**src/rtl/config_chain_loader.sv**
```systemverilog
// config_chain_loader
//   Loads one core configuration chain from a word-wide bitstream stream.
//   Words arrive over a valid/ready handshake. Each word is serialized
//   MSB-first onto ccff_head. chain_shift_en qualifies the progclk edges on
//   which the chain shifts. Exactly CHAIN_LENGTH bits are shifted per load.
//   If CHAIN_LENGTH is not a multiple of WORD_WIDTH, the unused LSBs of the
//   last word are dropped.
//
// Ports
//   progclk         programming clock; all state moves on its rising edge
//   pReset          asynchronous active-low reset
//   start           begins a load; honoured only in IDLE or DONE
//   abort           cancels a load (LOAD) or leaves DONE; returns to IDLE
//   word_valid      word_data carries a bitstream word
//   word_data       bitstream word; the MSB is shifted first
//   word_ready      the loader takes word_data on this edge if word_valid=1
//   ccff_head       serial data to the chain head
//   chain_shift_en  the chain shifts on this progclk edge
//   busy            a load is in progress
//   done            the chain holds CHAIN_LENGTH freshly loaded bits
//   bits_remaining  bits still to shift in the current load

module config_chain_loader #(
    parameter int  CHAIN_LENGTH = 2250,
    parameter int  WORD_WIDTH   = 32,
    localparam int CNT_WIDTH    = $clog2(CHAIN_LENGTH + 1)
) (
    input  logic                  progclk,
    input  logic                  pReset,
    input  logic                  start,
    input  logic                  abort,
    input  logic                  word_valid,
    input  logic [WORD_WIDTH-1:0] word_data,
    output logic                  word_ready,
    output logic                  ccff_head,
    output logic                  chain_shift_en,
    output logic                  busy,
    output logic                  done,
    output logic [CNT_WIDTH-1:0]  bits_remaining
);

    localparam int BCNT_WIDTH = $clog2(WORD_WIDTH + 1);
    // One spare bit, so both counters zero-extend into a common compare width.
    localparam int CMP_WIDTH  = ((CNT_WIDTH > BCNT_WIDTH) ? CNT_WIDTH : BCNT_WIDTH) + 1;

    localparam logic [CNT_WIDTH-1:0]  CHAIN_LEN_C = CNT_WIDTH'(CHAIN_LENGTH);
    localparam logic [CNT_WIDTH-1:0]  REM_ONE_C   = CNT_WIDTH'(1);
    localparam logic [CNT_WIDTH-1:0]  REM_ZERO_C  = CNT_WIDTH'(0);
    localparam logic [BCNT_WIDTH-1:0] WORD_LEN_C  = BCNT_WIDTH'(WORD_WIDTH);
    localparam logic [BCNT_WIDTH-1:0] BCNT_ONE_C  = BCNT_WIDTH'(1);
    localparam logic [BCNT_WIDTH-1:0] BCNT_ZERO_C = BCNT_WIDTH'(0);
    localparam logic [WORD_WIDTH-1:0] BUF_ZERO_C  = WORD_WIDTH'(0);

    typedef enum logic [1:0] {
        ST_IDLE = 2'd0,
        ST_LOAD = 2'd1,
        ST_DONE = 2'd2
    } state_e;

    state_e                 state_q,      state_d;
    logic [WORD_WIDTH-1:0]  buf_q,        buf_d;
    logic [BCNT_WIDTH-1:0]  bcnt_q,       bcnt_d;
    logic [CNT_WIDTH-1:0]   rem_q,        rem_d;
    logic                   word_ready_q, word_ready_d;
    logic                   shift_en_q,   shift_en_d;
    logic                   busy_q,       busy_d;
    logic                   done_q,       done_d;

    logic                   accept_s;
    logic [CMP_WIDTH-1:0]   rem_ext_s;
    logic [CMP_WIDTH-1:0]   bcnt_ext_s;

    // Next-state, datapath and next-output computation.
    always_comb begin
        state_d    = state_q;
        buf_d      = buf_q;
        bcnt_d     = bcnt_q;
        rem_d      = rem_q;
        accept_s   = word_valid & word_ready_q;

        case (state_q)
            ST_IDLE: begin
                if (start) begin
                    state_d = ST_LOAD;
                    rem_d   = CHAIN_LEN_C;
                    buf_d   = BUF_ZERO_C;
                    bcnt_d  = BCNT_ZERO_C;
                end else begin
                    state_d = ST_IDLE;
                end
            end
            ST_LOAD: begin
                if (abort) begin
                    state_d = ST_IDLE;
                    rem_d   = REM_ZERO_C;
                    buf_d   = BUF_ZERO_C;
                    bcnt_d  = BCNT_ZERO_C;
                end else begin
                    if (shift_en_q) begin
                        buf_d  = {buf_q[WORD_WIDTH-2:0], 1'b0};
                        bcnt_d = bcnt_q - BCNT_ONE_C;
                        rem_d  = rem_q - REM_ONE_C;
                    end else begin
                        buf_d  = buf_q;
                        bcnt_d = bcnt_q;
                        rem_d  = rem_q;
                    end
                    // A new word can land on the same edge that shifts out the
                    // last buffered bit. That is what keeps shifting gap-free.
                    if (accept_s) begin
                        buf_d  = word_data;
                        bcnt_d = WORD_LEN_C;
                    end else begin
                        bcnt_d = bcnt_d;
                    end
                    // Final bit: drop any unused LSBs of the last word.
                    if (shift_en_q && (rem_q == REM_ONE_C)) begin
                        state_d = ST_DONE;
                        rem_d   = REM_ZERO_C;
                        buf_d   = BUF_ZERO_C;
                        bcnt_d  = BCNT_ZERO_C;
                    end else begin
                        state_d = ST_LOAD;
                    end
                end
            end
            ST_DONE: begin
                if (abort) begin
                    state_d = ST_IDLE;
                end else if (start) begin
                    state_d = ST_LOAD;
                    rem_d   = CHAIN_LEN_C;
                    buf_d   = BUF_ZERO_C;
                    bcnt_d  = BCNT_ZERO_C;
                end else begin
                    state_d = ST_DONE;
                end
            end
            default: begin
                state_d = ST_IDLE;
                rem_d   = REM_ZERO_C;
                buf_d   = BUF_ZERO_C;
                bcnt_d  = BCNT_ZERO_C;
            end
        endcase

        // Outputs are computed from next-state values and registered, so
        // each output is a plain flop.
        rem_ext_s    = {{(CMP_WIDTH - CNT_WIDTH){1'b0}}, rem_d};
        bcnt_ext_s   = {{(CMP_WIDTH - BCNT_WIDTH){1'b0}}, bcnt_d};
        shift_en_d   = (state_d == ST_LOAD) && (bcnt_d != BCNT_ZERO_C);
        // Stop asking for words once the buffer already holds every bit
        // the load still needs.
        word_ready_d = (state_d == ST_LOAD)
                     && ((bcnt_d == BCNT_ZERO_C) || ((bcnt_d == BCNT_ONE_C) && shift_en_d))
                     && (rem_ext_s > bcnt_ext_s);
        busy_d       = (state_d == ST_LOAD);
        done_d       = (state_d == ST_DONE);
    end

    // State, datapath and output registers, with asynchronous reset.
    always_ff @(posedge progclk or negedge pReset) begin
        if (!pReset) begin
            state_q      <= ST_IDLE;
            buf_q        <= BUF_ZERO_C;
            bcnt_q       <= BCNT_ZERO_C;
            rem_q        <= REM_ZERO_C;
            word_ready_q <= 1'b0;
            shift_en_q   <= 1'b0;
            busy_q       <= 1'b0;
            done_q       <= 1'b0;
        end else begin
            state_q      <= state_d;
            buf_q        <= buf_d;
            bcnt_q       <= bcnt_d;
            rem_q        <= rem_d;
            word_ready_q <= word_ready_d;
            shift_en_q   <= shift_en_d;
            busy_q       <= busy_d;
            done_q       <= done_d;
        end
    end

    assign word_ready     = word_ready_q;
    assign ccff_head      = buf_q[WORD_WIDTH-1];
    assign chain_shift_en = shift_en_q;
    assign busy           = busy_q;
    assign done           = done_q;
    assign bits_remaining = rem_q;

endmodule

```
**config.mk**
```make
export PLATFORM = sky130hd
export DESIGN_NAME = config_chain_loader
export DESIGN_NICKNAME = d
export VERILOG_FILES = /design/src/rtl/config_chain_loader.sv
export SDC_FILE = /design/constraint.sdc
export NUM_CORES = 1
export LEC_CHECK = 0
export CAP_MARGIN = 15
export CORE_UTILIZATION = 53
export DETAILED_ROUTE_END_ITERATION = 10
export GPL_TIMING_DRIVEN = 0
export PLACE_DENSITY = 0.81
export SKIP_LAST_GASP = 1
export SLEW_MARGIN = 20
export SYNTH_ARGS = -nofsm -noshare
export SYNTH_HDL_FRONTEND = slang
export SYNTH_SLANG_ARGS = --single-unit
```
**constraint.sdc**
```tcl
create_clock -name progclk -period 4.3 [get_ports progclk]
set_input_delay 1.29 -clock progclk [delete_from_list [all_inputs] [get_ports progclk]]
set_output_delay 1.29 -clock progclk [all_outputs]
set_load 0.005 [all_outputs]
```
==> results.ini, run 1 <==
[synth]
synth_edf_count = 0
ys.flop_type = dfrtp_1
yosysSeqAreaShare_pct = 45.4
async_reset_ff_share_pct = 100
synth_area_um2 = 3080
synth_area_per_cell_um2 = 10.1
synthesis.nets = 351
yosysWarningCount = 0
netlist_instances = 305
synth_cell_types = 54
ys_ff_latch = 56

[global_route]
grtUsageTotal_pct = 24.7
grt_pass1_wl_um = 11900
gr-total-overflow = 0
grt_pass1_vias = 2446
grt_max_degree = 57
antenna_found_initial = 0

[worst_hold_path]
hold_path_class = reg2reg
whs_endpoint = buf_q[6]$_DFFE_PN0P_
min_path_cells = 2
hold_start = buf_q[6]$_DFFE_PN0P_

[timing]
skew_ps = 7.28
finalSetupViolCount = 0
slew_violations = 0
fmax_ghz = 0.245
maxSlewHeadroom_pct = 53.5
finalCritPeriodShare_pct = 95.0
rsz0062_at_grt = false
hold_violations = 0
setup_slack_ps = 214
worstMarginPinSlew_ps = 698
period_needed_ps = 4090

[layout]
nFillCells = 459
regArea_um2 = 1400
multi_input_area_um2 = 1530
drive_gt1_share_pct = 9.62
fin_nets = 411
final_core_util_pct = 68.4
antenna_cells = 0
areaGrowthSynthToFinish_pct = 23.7
instances_no_fill = 436

[pwr]
swShare_pct = 33.5
p_switching_w = 0.000516
combPwrFrac_pct = 37.5
total_power_w = 0.00154
power.internal_w = 0.00103
p_seq_share_pct = 41.4
pwr-share-clk_pct = 21.0
leakage_nw = 1.57
power.density_nw_per_um2 = 404
vdd_drop_max_mv = 0.218

[floorplan]
std_cell_rows = 27
start_util_pct = 55.3
die_h_um = 78.3
core_area_um2 = 5570
dieArea_um2 = 6130
ios = 54
die_w_um = 78.3

[placement]
port_buffers = 53
dp_slack_ps = -404
place.gp.congestion = 0.846
dp_cells = 430
dpl.hpwl_um = 5140

[detailed_routing]
drtIter0Drc = 245
viasPerCell = 5.82
wl_um = 7080
avgRoutedWirePerCell_um = 16.2
drcViolationCount = 0
drtPass1Iterations = 4
postRouteAntennaNets = 0
vias = 2539

[job]
drv_cap = 0

[cts]
cts_made_buffers = 5
hold_buffers = 0
clkLatencyLatePin_ps = 300
clk_pin_slew_ps = 90
cts_resized = 1
cts_root_buf = clkbuf_8
cts_buffer_depth = 2
clock-sinks = 56
cts_tree = done
cts_max_level = 2
post_cts_buffers = 0

[critical_path]
r2r_cells = 13
worstSetupPathType = in2reg
start_kind = primary input
r2r_setup_slack_ps = 410
r2r_end = word_ready$_DFF_PN0_
r2r-start = bits_remaining[4]$_DFF_PN0_
worstPathMaxFanout = 10
cp_data_arrival_time_ps = 4300
cp.required_ps = 4510
end_kind = register

[run_status]
run_status = complete, no violations

==> cell type report <==
cell class / count / share of cell area, %
multi-input cells: 215 / 40.1
flip-flops and latches: 56 / 36.7
repair buffers: 53 / 13.8
plain buffers: 20 / 3.02
well taps: 72 / 2.36
clock buffers: 5 / 1.80
inverters: 14 / 1.38
clock inverters: 1 / 0.787
==> cell usage after synthesis, types with 3 or more instances <==
cell,count,area share (%)
buf_6,5,1.8
inv_1,13,1.6
nand2_1,45,5.5
nor2_1,10,1.2
or3_1,5,1.0
dfrtp_1,56,45
o21a_1,3,0.73
clkbuf_1,13,1.6
o31ai_1,31,7.5
mux2i_1,31,10
a21oi_1,6,0.97
or2_2,5,1.0
nand3_1,3,0.49
o22ai_1,4,0.81
nor4_1,6,1.2
ha_1,9,3.7
nor2b_1,3,0.61
o21ai_0,9,1.5
a21o_1,3,0.73
nor3_1,4,0.65
==> layout by cell type (no fill, tap or decap), types with 4 or more instances in the layout <==
cell type	instances
dfrtp_1	56
clkdlybuf4s50_1	52
nand2_1	45
mux2i_1	31
o31ai_1	31
inv_1	13
clkbuf_1	12
nor2_1	10
o21ai_0	9
ha_1	9
a21oi_1	6
nor4_1	6
buf_6	5
or3_1	5
or2_2	5
clkbuf_8	5
nor3_1	4
o22ai_1	4
==> critical path, stage by stage <==
cell and delay (ps):
clkdlybuf4s50_1 490, nor3b_2 310, o41ai_4 170, buf_2 230
buf_6 160, o41ai_1 600, ha_1 370, nand4_1 100
o22ai_1 70, a21oi_1 160, nor3_1 90, a211oi_2 250
==> state kept, by name (all words and copies together) (netlist names) <==
| register | count |
|---|---|
| word_ready | 1 |
| buf_q | 32 |
| chain_shift_en | 1 |
| state_q | 2 |
| busy | 1 |
| bits_remaining | 12 |
| done | 1 |
| bcnt_q | 6 |
==> kinds of logic (layout without fill, tap and decap cells) <==
logic type	Yosys count	after routing	synth area share (%)
muxes	31	31	10.1
xor gates and xnor gates	3	3	0.852
AOI/OAI and AO/OA	75	75	18.5
DFF	56	56	45.4
adders and majority gates	9	9	3.65
and+or+nand+nor	97	97	16.1
buffers and inverters	34	93	5.40
==> per-layer routing <==
| layer | global-route usage, % | vias up | share of wire, % |
|---|---|---|---|
| li1 | - | 1238 | - |
| met1 | 35.4 | 1223 | 47 |
| met2 | 39.4 | 71 | 47 |
| met3 | 3.95 | 7 | 5.2 |
| met4 | 6.11 | 0 | 0.90 |
| met5 | 0 | - | 0 |
==> worst max path at each step <==
stage               start              endpoint  cells past startpoint
floorplan           abort  word_ready$_DFF_PN0_                     14
global placement    abort  word_ready$_DFF_PN0_                     13
detailed placement  abort  word_ready$_DFF_PN0_                     13
CTS                 abort  word_ready$_DFF_PN0_                     12
global route        abort  word_ready$_DFF_PN0_                     15
finish              abort  word_ready$_DFF_PN0_                     12
==> power by group through the flow <==
| stage | registers [W] | clock network (W) | logic (W) |
|---|---|---|---|
| 2_1_floorplan | 0.000638 | 0 | 0.000381 |
| 3_3_place_gp | 0.000644 | 0 | 0.000561 |
| 3_5_place_dp | 0.000647 | 0 | 0.000574 |
| 4_1_cts | 0.000637 | 0.000334 | 0.000579 |
| 5_1_grt | 0.000648 | 0.000348 | 0.000636 |
| 6_report | 0.000638 | 0.000324 | 0.000579 |
==> through the flow <==
| stage | instance area, um2 | hold WS, ps | TNS, ps |
|---|---|---|---|
| 2_1_floorplan | 3080 | 448 | 0 |
| 3_3_place_gp | 3700 | 459 | -278 |
| 3_5_place_dp | 3700 | 465 | -404 |
| 4_1_cts | 3810 | 486 | 0 |
| 5_1_grt | 3810 | 508 | 0 |
| 6_report | 3810 | 481 | 0 |
Power figures use the tool's default switching activity.
==> inputs of run 2 (changes only) <==
--- a/config.mk
+++ b/config.mk
@@ -6,10 +6,10 @@
 export NUM_CORES = 1
 export LEC_CHECK = 0
 export CAP_MARGIN = 15
-export CORE_UTILIZATION = 53
+export CORE_UTILIZATION = 48
 export DETAILED_ROUTE_END_ITERATION = 10
 export GPL_TIMING_DRIVEN = 0
-export PLACE_DENSITY = 0.81
+export PLACE_DENSITY = 0.78
 export SKIP_LAST_GASP = 1
 export SLEW_MARGIN = 20
 export SYNTH_ARGS = -nofsm -noshare
==> constraint.sdc (replaced) <==
create_clock -name progclk -period 3.4 [get_ports progclk]
set_input_delay 1.02 -clock progclk [delete_from_list [all_inputs] [get_ports progclk]]
set_output_delay 1.02 -clock progclk [all_outputs]
set_load 0.005 [all_outputs]
==> run 2 against run 1 <==
  * Total power increased by 27%
  * Via count increased by 1.3%
  * Die area increased by 10%
  * Final cell count increased by 2.3%
  * Core utilization decreased by 4.0 points
  * Critical path depth increased by 3
  * First-iteration DRC count decreased by 24%
  * Global-route usage decreased by 1.7 points
  * Hold slack improved by 3.0 ps
  * Combinational power increased by 33%
  * Wire length increased by 3.9%
  * Cell area increased by 2.4%
  * Critical endpoint unchanged
  * Largest power group unchanged
==> results.ini, run 2 (synthesized netlist as in run 1, its figures left out) <==
[cts]
cts_tree = done
cts_made_buffers = 5
cts_root_buf = clkbuf_8
cts_buffer_depth = 2
clkLatencyLatePin_ps = 310
clock-sinks = 56
clk_pin_slew_ps = 100
cts_max_level = 2
hold_buffers = 0

[critical_path]
slowest_stage = or4_4
start_kind = register
crit_buf_inv = 3
worstPathCellList = or4_4, buf_6, o41ai_4, buf_6, buf_6, nor2_1, nor2b_1, o221ai_2, ha_1, nor2b_1, o21ai_0, a21o_1, a21oi_2, nor3_2, a211oi_2
cp_data_arrival_time_ps = 3510
crit_top_cell = buf_6
worst_path_largest_cell_delay_ps = 520
worstSetupPathType = reg2reg
end_kind = register
crit_family = compound AO/OA/AOI/OAI gates
cp.required_ps = 3620
worstPathMaxFanout = 10

[global_route]
grt_pass1_wl_um = 11800
gr-total-overflow = 0
grtUsageTotal_pct = 23.0
grt_pass1_vias = 2449
grt_max_degree = 57
antenna_found_initial = 0

[detailed_routing]
postRouteAntennaNets = 0
viasPerCell = 5.77
wl_um = 7350
vias = 2572
drcViolationCount = 0
drtIter0Drc = 185
drtPass1Iterations = 4
avgRoutedWirePerCell_um = 16.5

[timing]
fmax_ghz = 0.305
slew_violations = 0
setup_slack_ps = 117
hold_violations = 0
finalSetupViolCount = 0
worstMarginPinSlew_ps = 714
maxSlewHeadroom_pct = 52.4
finalCritPeriodShare_pct = 96.6
period_needed_ps = 3280
skew_ps = 9.15

[placement]
dpl.hpwl_um = 5180
port_buffers = 53
dp_slack_ps = -992
dp_cells = 433
place.gp.congestion = 0.824

[floorplan]
core_area_um2 = 6060
dieArea_um2 = 6750
std_cell_rows = 28
die_h_um = 82.2
die_w_um = 82.2
ios = 54
start_util_pct = 50.9

[run_status]
run_status = complete, no violations

[layout]
regMostFlops = buf_q
largest_reg_flops = 32
most-common-layout-cells = dfrtp_1 (54), clkdlybuf4s50_1 (51), nand2_1 (45), mux2i_1 (31), o31ai_1 (31)
drive_gt1_share_pct = 14.0
final_common_cell = dfrtp_1
fin_nets = 416
antenna_cells = 0
areaGrowthSynthToFinish_pct = 26.7
nFillCells = 495
instances_no_fill = 446

[job]
drv_cap = 0

[pwr]
power.density_nw_per_um2 = 500
vdd_drop_max_mv = 0.247
leakage_nw = 1.60

[worst_hold_path]
hold_path_class = reg2reg

## run 2: through the flow
step	utilization [%]	area [um2]	power [W]	hold slack (ps)	setup TNS, ps
after global routing	64.5	3910	0.00206	515	-3.28
final	64.5	3910	0.00195	484	0
after floorplan	-	3080	0.00129	448	0
after global placement	61.2	3710	0.00153	458	-26420
after CTS	63.4	3840	0.00192	488	0
after detailed placement	61.1	3710	0.00154	466	-1590
## run 2: worst paths after layout
path | end | depth (start not counted) | start | slack [ps]
min in group asynchronous | bits_remaining[11]$_DFF_PN0_ | 1 | pReset | 740
setup / recovery | word_ready$_DFF_PN0_ | 15 | bits_remaining[4]$_DFF_PN0_ | 120
hold / removal | buf_q[13]$_DFFE_PN0P_ | 2 | buf_q[13]$_DFFE_PN0P_ | 480
setup reg to reg | word_ready$_DFF_PN0_ | 15 | bits_remaining[4]$_DFF_PN0_ | 120
hold reg to reg | buf_q[13]$_DFFE_PN0P_ | 2 | buf_q[13]$_DFFE_PN0P_ | 480
max in group asynchronous | bits_remaining[4]$_DFF_PN0_ | 1 | pReset | 2130
## run 2: layout make-up
cell class / count / area (um2) / area share, %
clock buffers: 6 / 72.6 / 1.86
repair buffers: 58 / 561 / 14.3
flip-flops and latches: 56 / 1400 / 35.9
well taps: 75 / 93.8 / 2.40
plain buffers: 20 / 125 / 3.20
inverters: 14 / 52.6 / 1.35
multi-input cells: 215 / 1580 / 40.5
clock inverters: 2 / 16.3 / 0.416
## run 2: power by group
| part | internal, W | leakage [nW] | switching (W) |
|---|---|---|---|
| clock network | 0.000147 | 0.0414 | 0.000225 |
| registers | 0.000738 | 0.757 | 0.0000707 |
| logic | 0.000366 | 0.806 | 0.000407 |
## run 2: repair_timing
item	in CTS	in global routing
setup endpoints to repair	1	1
pin swaps	2	2
setup buffers	2	3
resized for setup	10	13
## run 2: worst register-to-register path: cells and delay by family (launching register included)
family / cells / cell delay (ps)
buffers and inverters: 3 / 450
DFF: 1 / 460
AOI/OAI and AO/OA: 6 / 1070
and+or+nand+nor: 5 / 910
adders and majority gates: 1 / 290
## run 2: metal layers
layer	GRT usage [%]	part of all wire, %	vias to the layer above
li1	-	-	1246
met1	32.7	48	1267
met2	36.3	47	52
met3	3.19	3.5	7
met4	7.37	1.0	0
met5	0	0	-
